$ cat src/rtl/fifo_umbral.sv
// fifo_umbral -- synchronous data FIFO with programmable almost-full /
// almost-empty thresholds ("umbrales"). One instance per lane, sitting
// between the data source and the controller-gated sink. The status outputs
// feed the downstream idle/active/error/init control state machine.
//
// Optional feature macro: ERR_STICKY_EN
//   defined   : error_out latches on the first overflow/underflow and holds
//               until reset is asserted.
//   undefined : error_out is a one-cycle registered pulse per event cycle.
//
// Ports:
//   clk          system clock, rising edge
//   reset        asynchronous active-low reset
//   push/data_in write request and write data
//   pop          read request
//   umbral_alto  almost-full threshold  (almost_full  = count >= umbral_alto)
//   umbral_bajo  almost-empty threshold (almost_empty = count <= umbral_bajo)
//   data_out     registered read data, valid_out pulses once per accepted pop
//   fifo_full    count == DEPTH
//   fifo_empty   count == 0
//   fifo_write   accepted write on the previous cycle
//   fifo_read    accepted read on the previous cycle
//   error_out    overflow/underflow indication
//   count        current occupancy (0..DEPTH)
module fifo_umbral #(
  parameter int DATA_W = 6,
  parameter int ADDR_W = 2,
  parameter int CNT_W  = ADDR_W + 1
) (
  input  logic              clk,
  input  logic              reset,
  input  logic              push,
  input  logic [DATA_W-1:0] data_in,
  input  logic              pop,
  input  logic [CNT_W-1:0]  umbral_alto,
  input  logic [CNT_W-1:0]  umbral_bajo,
  output logic [DATA_W-1:0] data_out,
  output logic              valid_out,
  output logic              fifo_full,
  output logic              fifo_empty,
  output logic              almost_full,
  output logic              almost_empty,
  output logic              fifo_write,
  output logic              fifo_read,
  output logic              error_out,
  output logic [CNT_W-1:0]  count
);

  localparam int DEPTH_INT = 2 ** ADDR_W;
  localparam logic [CNT_W-1:0] DEPTH = CNT_W'(DEPTH_INT);

  logic [DATA_W-1:0] mem [DEPTH_INT];
  logic [ADDR_W-1:0] wr_ptr;
  logic [ADDR_W-1:0] rd_ptr;

  logic rd_ok;
  logic wr_ok;
  logic err_event;

  // Status flags come straight from the registered count.
  assign fifo_full    = (count == DEPTH);
  assign fifo_empty   = (count == '0);
  assign almost_full  = (count >= umbral_alto);
  assign almost_empty = (count <= umbral_bajo);

  // A push into a full FIFO is still accepted when a pop frees a slot on the
  // same edge. A pop on an empty FIFO is never bypassed from data_in.
  assign rd_ok     = pop & ~fifo_empty;
  assign wr_ok     = push & (~fifo_full | pop);
  assign err_event = (push & fifo_full & ~pop) | (pop & fifo_empty);

  // Storage has no reset: contents are don't-care after reset, which keeps
  // the array mappable to distributed/block RAM.
  always_ff @(posedge clk) begin
    if (wr_ok) begin
      mem[wr_ptr] <= data_in;
    end
  end

  always_ff @(posedge clk or negedge reset) begin
    if (!reset) begin
      wr_ptr     <= '0;
      rd_ptr     <= '0;
      count      <= '0;
      data_out   <= '0;
      valid_out  <= 1'b0;
      fifo_write <= 1'b0;
      fifo_read  <= 1'b0;
      error_out  <= 1'b0;
    end else begin
      fifo_write <= wr_ok;
      fifo_read  <= rd_ok;
      valid_out  <= rd_ok;

      if (wr_ok) begin
        wr_ptr <= wr_ptr + 1'b1;  // natural rollover gives modulo DEPTH
      end

      if (rd_ok) begin
        data_out <= mem[rd_ptr];
        rd_ptr   <= rd_ptr + 1'b1;
      end

      if (wr_ok && !rd_ok) begin
        count <= count + 1'b1;
      end else if (rd_ok && !wr_ok) begin
        count <= count - 1'b1;
      end

`ifdef ERR_STICKY_EN
      error_out <= error_out | err_event;
`else
      error_out <= err_event;
`endif
    end
  end

endmodule

$ cat config.mk
export PLATFORM = sky130hd
export DESIGN_NAME = fifo_umbral
export DESIGN_NICKNAME = d
export VERILOG_FILES = /design/src/rtl/fifo_umbral.sv
export SDC_FILE = /design/constraint.sdc
export NUM_CORES = 1
export LEC_CHECK = 0
export ABC_AREA = 1
export BUFFER_PORTS_ARGS = -buffer_cell sky130_fd_sc_hd__clkbuf_2
export CAP_MARGIN = 20
export CORE_MARGIN = 2
export CORE_UTILIZATION = 50
export DETAILED_ROUTE_END_ITERATION = 10
export HOLD_SLACK_MARGIN = 0.12
export MAX_ROUTING_LAYER = met4
export PLACE_DENSITY = 0.72
export SETUP_SLACK_MARGIN = 0.05
export SYNTH_ARGS = -nofsm -noshare
export SYNTH_HDL_FRONTEND = slang
export SYNTH_SLANG_ARGS = --single-unit
export TNS_END_PERCENT = 1
$ cat constraint.sdc
create_clock -name clk -period 2.8 [get_ports clk]
set_clock_uncertainty 0.15 [all_clocks]
set_input_delay 0 -clock clk [delete_from_list [all_inputs] [get_ports clk]]
set_output_delay 0 -clock clk [all_outputs]
set_load 0.005 [all_outputs]
==> results of run 1 <==
-- layout make-up --
cell class | instances | area share [%]
clock buffers | 5 | 2.96
clock inverters | 3 | 1.83
inverters | 45 | 7.26
multi-input cells | 111 | 25.6
flip-flops and latches | 40 | 48.2
well taps | 48 | 2.58
repair buffers | 43 | 11.6
-- metal layers --
layer	share of wire, %	vias to the layer above	track usage (%)	wire, um
met5	0	-	-	0
met4	1.6	0	6.89	55
met3	5.7	6	5.11	196
met2	49	42	28.2	1670
met1	44	605	22.2	1520
li1	-	704	-	-
-- how the worst max path moves through the flow --
stage / from / endpoint / slack, ns / depth (start not counted)
floorplan: count[1] / count[2] / 0.79 / 10
global placement: count[1] / count[2] / 0.70 / 9
detailed placement: count[1] / count[2] / 0.66 / 10
global route: count[1] / count[2] / 0.40 / 11
finish: count[1] / count[2] / 0.61 / 11
CTS: count[1] / count[2] / 0.61 / 11
-- power breakdown --
| group | internal [mW] | leakage, nW | total, mW | switching, mW |
|---|---|---|---|---|
| sequential | 0.801 | 0.414 | 0.958 | 0.157 |
| clock | 0.264 | 0.0558 | 0.462 | 0.198 |
| combinational | 0.334 | 0.741 | 0.802 | 0.467 |
-- repair_timing --
item | 4_1_cts | 5_1_grt
resized for setup | 0 | 0
setup buffers | 0 | 0
hold endpoints to repair | 53 | 0
hold buffers | 11 | 0
-- kinds of logic (layout without fill, tap and decap cells) --
family / Yosys count / count (layout) / synth area share [%]
AOI/OAI and AO/OA: 6 / 6 / 1.68
xor gates and xnor gates: 4 / 4 / 2.20
adders and majority gates: 12 / 12 / 8.14
buffers and inverters: 50 / 96 / 11.4
DFF: 40 / 40 / 57.9
and+or+nand+nor: 89 / 89 / 18.7
-- synth_stat cells, drive strengths merged, types with 2 or more instances --
cell / number / area [um2]
edfxtp: 24 / 721
xor2: 2 / 25.0
nand2: 65 / 246
a21oi: 3 / 15.0
nor2: 5 / 21.3
o21ai: 2 / 10.0
xnor2: 2 / 17.5
nand3: 18 / 90.1
inv: 45 / 169
ha: 11 / 138
dfrtp: 16 / 400
buf: 4 / 37.5
-- sequential cells by signal (all words and copies together), names as in the netlist --
name / cells
fifo_read: 1
error_out: 1
rd_ptr: 2
mem: 24
count: 3
fifo_write: 1
wr_ptr: 2
data_out: 6
-- critical path: cells and delay by family, from the launching register on --
kind / cells / cell delay [ns]
xor gates and xnor gates: 1 / 0.17
adders and majority gates: 2 / 0.54
buffers and inverters: 3 / 0.24
DFF: 1 / 0.50
and+or+nand+nor: 5 / 0.53
==> results by group, run 1 <==
Placement
  • Placer's final routability congestion estimate: 0.831
  • Dpl hpwl: 2380 um
  • Dpl cell area: 2110 um2
  • Inst Count DP: 276
  • I/O Buffers: 32
  • DP Worst Slack: 0.656 ns

STA
  • Least-Margin Pin Slew: 0.727 ns
  • Final-report max-slew violation count: 0
  • Total negative slack: 0 ns
  • Final Hold Viols: 0
  • Tmin final: 2.19 ns
  • Period utilization: 78.3%
  • RSZ-0062 raised after global routing: false
  • Slew headroom: 51.4%
  • Fin Hold WS: 0.258 ns
  • Final worst slack: 0.608 ns
  • Upper clock frequency limit: 456 MHz
  • # setup viols final: 0

Worst setup path
  • Cell mode on critical path: inv_1
  • Critical Path AT: 2.26 ns
  • CP Cell Sequence: nor2_2 > nand3_1 > nand2_1 > inv_1 > ha_1 > inv_1 > fa_1 > inv_1 > nand2_1 > nand3_1 > xor2_1
  • Crit-path slowest cell: dfrtp_1
  • Crit-path max FO: 7
  • Crit end category: flip-flop
  • WP data required: 2.87 ns
  • Critical path launch point type: flip-flop
  • Crit Reg-Reg Endpoint: count[2]
  • Critical Path Max Stage Delay: 0.50 ns
  • Setup Crit Path Kind: flip-flop to flip-flop
  • Worst reg2reg path depth: 11
  • Slack of the worst reg-to-reg path: 0.61 ns
  • Reg2reg start: count[1]

Hold path
  • Hold WC Path Type: primary input to output pin
  • Min-delay src: umbral_alto[0]
  • Worst hold stages: 4
  • Hold Path End: almost_full

Clock tree
  • H-tree depth: 2
  • CTS tree: built
  • Clock transition at path regs: 0.08 ns
  • Clock Tree Buf Depth: 2
  • CTS buffer count: 5
  • CTS Sinks: 40
  • CTS root buffer: clkbuf_8
  • Worst-Skew Late Latency: 0.30 ns

Floorplan
  • Chip Height: 66.2 um
  • Row count: 22
  • Die Span X: 66.2 um
  • Die Area: 4390 um2
  • Initial core utilization: 52.5%
  • Core Region: 3690 um2
  • Top Ports: 33

Final layout
  • Area Overhead vs Synth: 20.2%
  • ANT cells: 0
  • Most frequent cells in the layout: 64 x nand2_1, 43 x inv_1, 32 x clkbuf_2
  • Multi-input gate area: 596 um2
  • Storage cell area: 1120 um2
  • Most common cell after layout, fill and taps aside: nand2_1
  • Layout cell share with drive strength beyond 1: 17.8%
  • Final cell count without fillers: 295
  • Post-Route Utilization: 63.1%
  • Final #Nets: 274
  • Finished Cell Area: 2330 um2
  • Fillers: 298

Power and ir drop
  • Power per standard cell area: 955 nW/um2
  • Leak Pwr: 1.21 nW
  • VDD IR-drop max: 0.468 mV
  • Total power draw: 2.22 mW

Detailed routing
  • Vias per Instance: 4.60
  • Vias: 1357
  • Drt total wl: 3440 um
  • DRC: 0
  • WL per Instance: 11.7 um
  • Initial DRC count: 78
  • TritonRoute pass-1 iters: 4
  • Antenna-violating nets left: 0

GRT
  • First-pass GRT wire length: 5590 um
  • Largest net degree at the start of global routing: 17
  • Global Route Usage Sum: 18.0%
  • Initial antenna violation count: 0
  • Number of global-route vias before repair: 1282
  • GRT overflow: 0

Synthesis
  • EDFF count, synth: 24
  • Synth warnings: 0
  • Post-synthesis sequential area ratio: 57.9%
  • Syn Std Cell Area: 1940 um2
  • Post-synth ARST share: 40.0%
  • Synth unique cells: 22
  • Top_reg_cell synth: edfxtp_1
  • Post-Syn Area per Cell: 9.64 um2
  • Syn nets: 229
  • Number of synthesized register bits: 40
  • Cells after Synth: 201

Flow run
  • Max-Cap Viols: 0

Outcome
  • Status: completed
No activity file was read; power rests on OpenSTA's default activity.
==> run 2: changes to the inputs <==
Clock period 2.8 ns to 2.08 ns, I/O delays scaled along.
==> results by group, run 2 (same netlist as run 1, synthesis figures left out) <==
Outcome
  • Status: completed

GRT
  • Initial antenna violation count: 0 (unchanged)
  • Global Route Usage Sum: 17.5% (-0.57 points)
  • First-pass GRT wire length: 5380 um (-3.8%)
  • Largest net degree at the start of global routing: 17 (unchanged)
  • GRT overflow: 0 (unchanged)
  • Number of global-route vias before repair: 1235 (-3.7%)

Floorplan
  • Top Ports: 33 (unchanged)
  • Die Span X: 66.2 um (unchanged)
  • Initial core utilization: 52.5% (unchanged)
  • Chip Height: 66.2 um (unchanged)
  • Row count: 22 (unchanged)
  • Core Region: 3690 um2 (unchanged)
  • Die Area: 4390 um2 (unchanged)

Clock tree
  • CTS tree: built
  • H-tree depth: 2 (unchanged)
  • CTS root buffer: clkbuf_8
  • Post CTS Setup Buffer Count: 0 (unchanged)
  • Clock Tree Buf Depth: 2 (unchanged)
  • Worst-Skew Late Latency: 0.29 ns (about the same)
  • CTS buffer count: 5 (unchanged)
  • CTS Sinks: 40 (unchanged)
  • Clock transition at path regs: 0.07 ns (about the same)

Final layout
  • Most common cell after layout, fill and taps aside: nand2_1
  • Largest Register: mem
  • Area Overhead vs Synth: 23.3%
  • ANT cells: 0 (unchanged)
  • Finished Cell Area: 2390 um2 (+2.6%)
  • Regs by FF count: mem x24, data_out x6, count x3
  • Final #Nets: 285 (+4.0%)
  • Most frequent cells in the layout: 64 x nand2_1, 43 x inv_1, 32 x clkbuf_2
  • Final cell count without fillers: 306 (+3.7%)
  • Layout cell share with drive strength beyond 1: 21.3% (+3.5 points)
  • Max FFs per register: 24 (unchanged)
  • Post-Route Utilization: 64.7% (+1.6 points)

Power and ir drop
  • Total power draw: 2.92 mW (+31%)
  • Power per standard cell area: 1220 nW/um2 (+28%)
  • VDD IR-drop max: 0.627 mV (+34%)
  • Leak Pwr: 1.25 nW (+3.3%)

Worst setup path
  • Critical Path AT: 1.95 ns (-0.31 ns)
  • Crit-path max FO: 5 (-2)
  • Crit end category: flip-flop
  • Critical path launch point type: flip-flop
  • Setup Crit Path Kind: flip-flop to flip-flop
  • WP data required: 2.11 ns (-0.76 ns)

Placement
  • Dpl hpwl: 2320 um (-2.5%)
  • Inst Count DP: 287 (+4.0%)
  • DP Worst Slack: 0.175 ns (-0.481 ns)
  • I/O Buffers: 32 (unchanged)
  • Placer's final routability congestion estimate: 0.809 (-2.7%)
  • Dpl cell area: 2190 um2 (+3.9%)

Detailed routing
  • Vias: 1361 (+0.29%)
  • Initial DRC count: 47 (-40%)
  • TritonRoute pass-1 iters: 4 (unchanged)
  • Drt total wl: 3200 um (-7.1%)
  • Vias per Instance: 4.45 (-3.3%)
  • Antenna-violating nets left: 0 (unchanged)
  • DRC: 0 (unchanged)
  • WL per Instance: 10.4 um (-10%)

STA
  • Final worst slack: 0.153 ns (-0.455 ns)
  • Period utilization: 92.6% (+14 points)
  • Least-Margin Pin Slew: 0.693 ns (-0.0337 ns)
  • Upper clock frequency limit: 519 MHz (+14%)
  • Fin Hold WS: 0.261 ns (+0.00224 ns)
  • RSZ-0062 raised after global routing: false
  • Final Hold Viols: 0 (unchanged)
  • Slew headroom: 53.6% (+2.3 points)
  • Tmin final: 1.93 ns (-0.265 ns)
  • Final-report max-slew violation count: 0 (unchanged)
  • # setup viols final: 0 (unchanged)
  • Total negative slack: 0 ns (unchanged)

Flow run
  • Max-Cap Viols: 0 (unchanged)

Hold path
  • Hold WC Path Type: primary input to output pin
==> run 2: changes by cell type in the layout (fill, tap and decap cells not counted), sizes merged <==
cell and change:
buf +11, bufinv -1, clkbuf +1, clkinv -1
clkinvlp +1
==> run 2: layout make-up <==
type | count | area [um2]
clock buffers | 6 | 72.6
clock inverters | 2 | 11.3
fillers | 309 | 1300
well taps | 48 | 60.1
inverters | 45 | 169
flip-flops and latches | 40 | 1120
repair buffers | 54 | 353
multi-input cells | 111 | 601
==> run 2: final timing paths <==
kind,from,endpoint,slack (ns),cells after the start
setup / recovery,count[2],count[2],0.15,9
max in group asynchronous,reset,wr_ptr[0],0.64,3
setup reg to reg,count[2],count[2],0.15,9
hold / removal,umbral_alto[0],almost_full,0.26,4
hold reg to reg,data_out[1],data_out[1],0.33,2
min in group asynchronous,reset,fifo_read,0.69,3
==> run 2: timing repair <==
action,CTS,global route
endpoints found under the setup margin,0,2
hold buffers,11,0
hold endpoints to repair,56,0
resized for setup,0,1
==> run 2: critical path, cell delays in order, from the launching register on <==
cell,delay (ns)
dfrtp_1,0.44
inv_1,0.14
nand2_1,0.10
nand2_2,0.08
ha_1,0.16
inv_1,0.07
fa_1,0.38
nand2_1,0.08
nand3_1,0.08
xor2_1,0.14
==> run 2: power breakdown <==
group	total (mW)	internal, mW	switching [mW]
combinational	1.21	0.535	0.675
sequential	1.23	1.08	0.151
clock	0.478	0.232	0.246
==> run 2: routing by layer <==
layer  GRT usage, %  vias to the layer above  routed length, um
met5              -                        -                  0
met2           28.0                       33               1450
li1               -                      726                  -
met4           7.40                        0                 53
met1           20.3                      595               1530
met3           5.45                        7                163
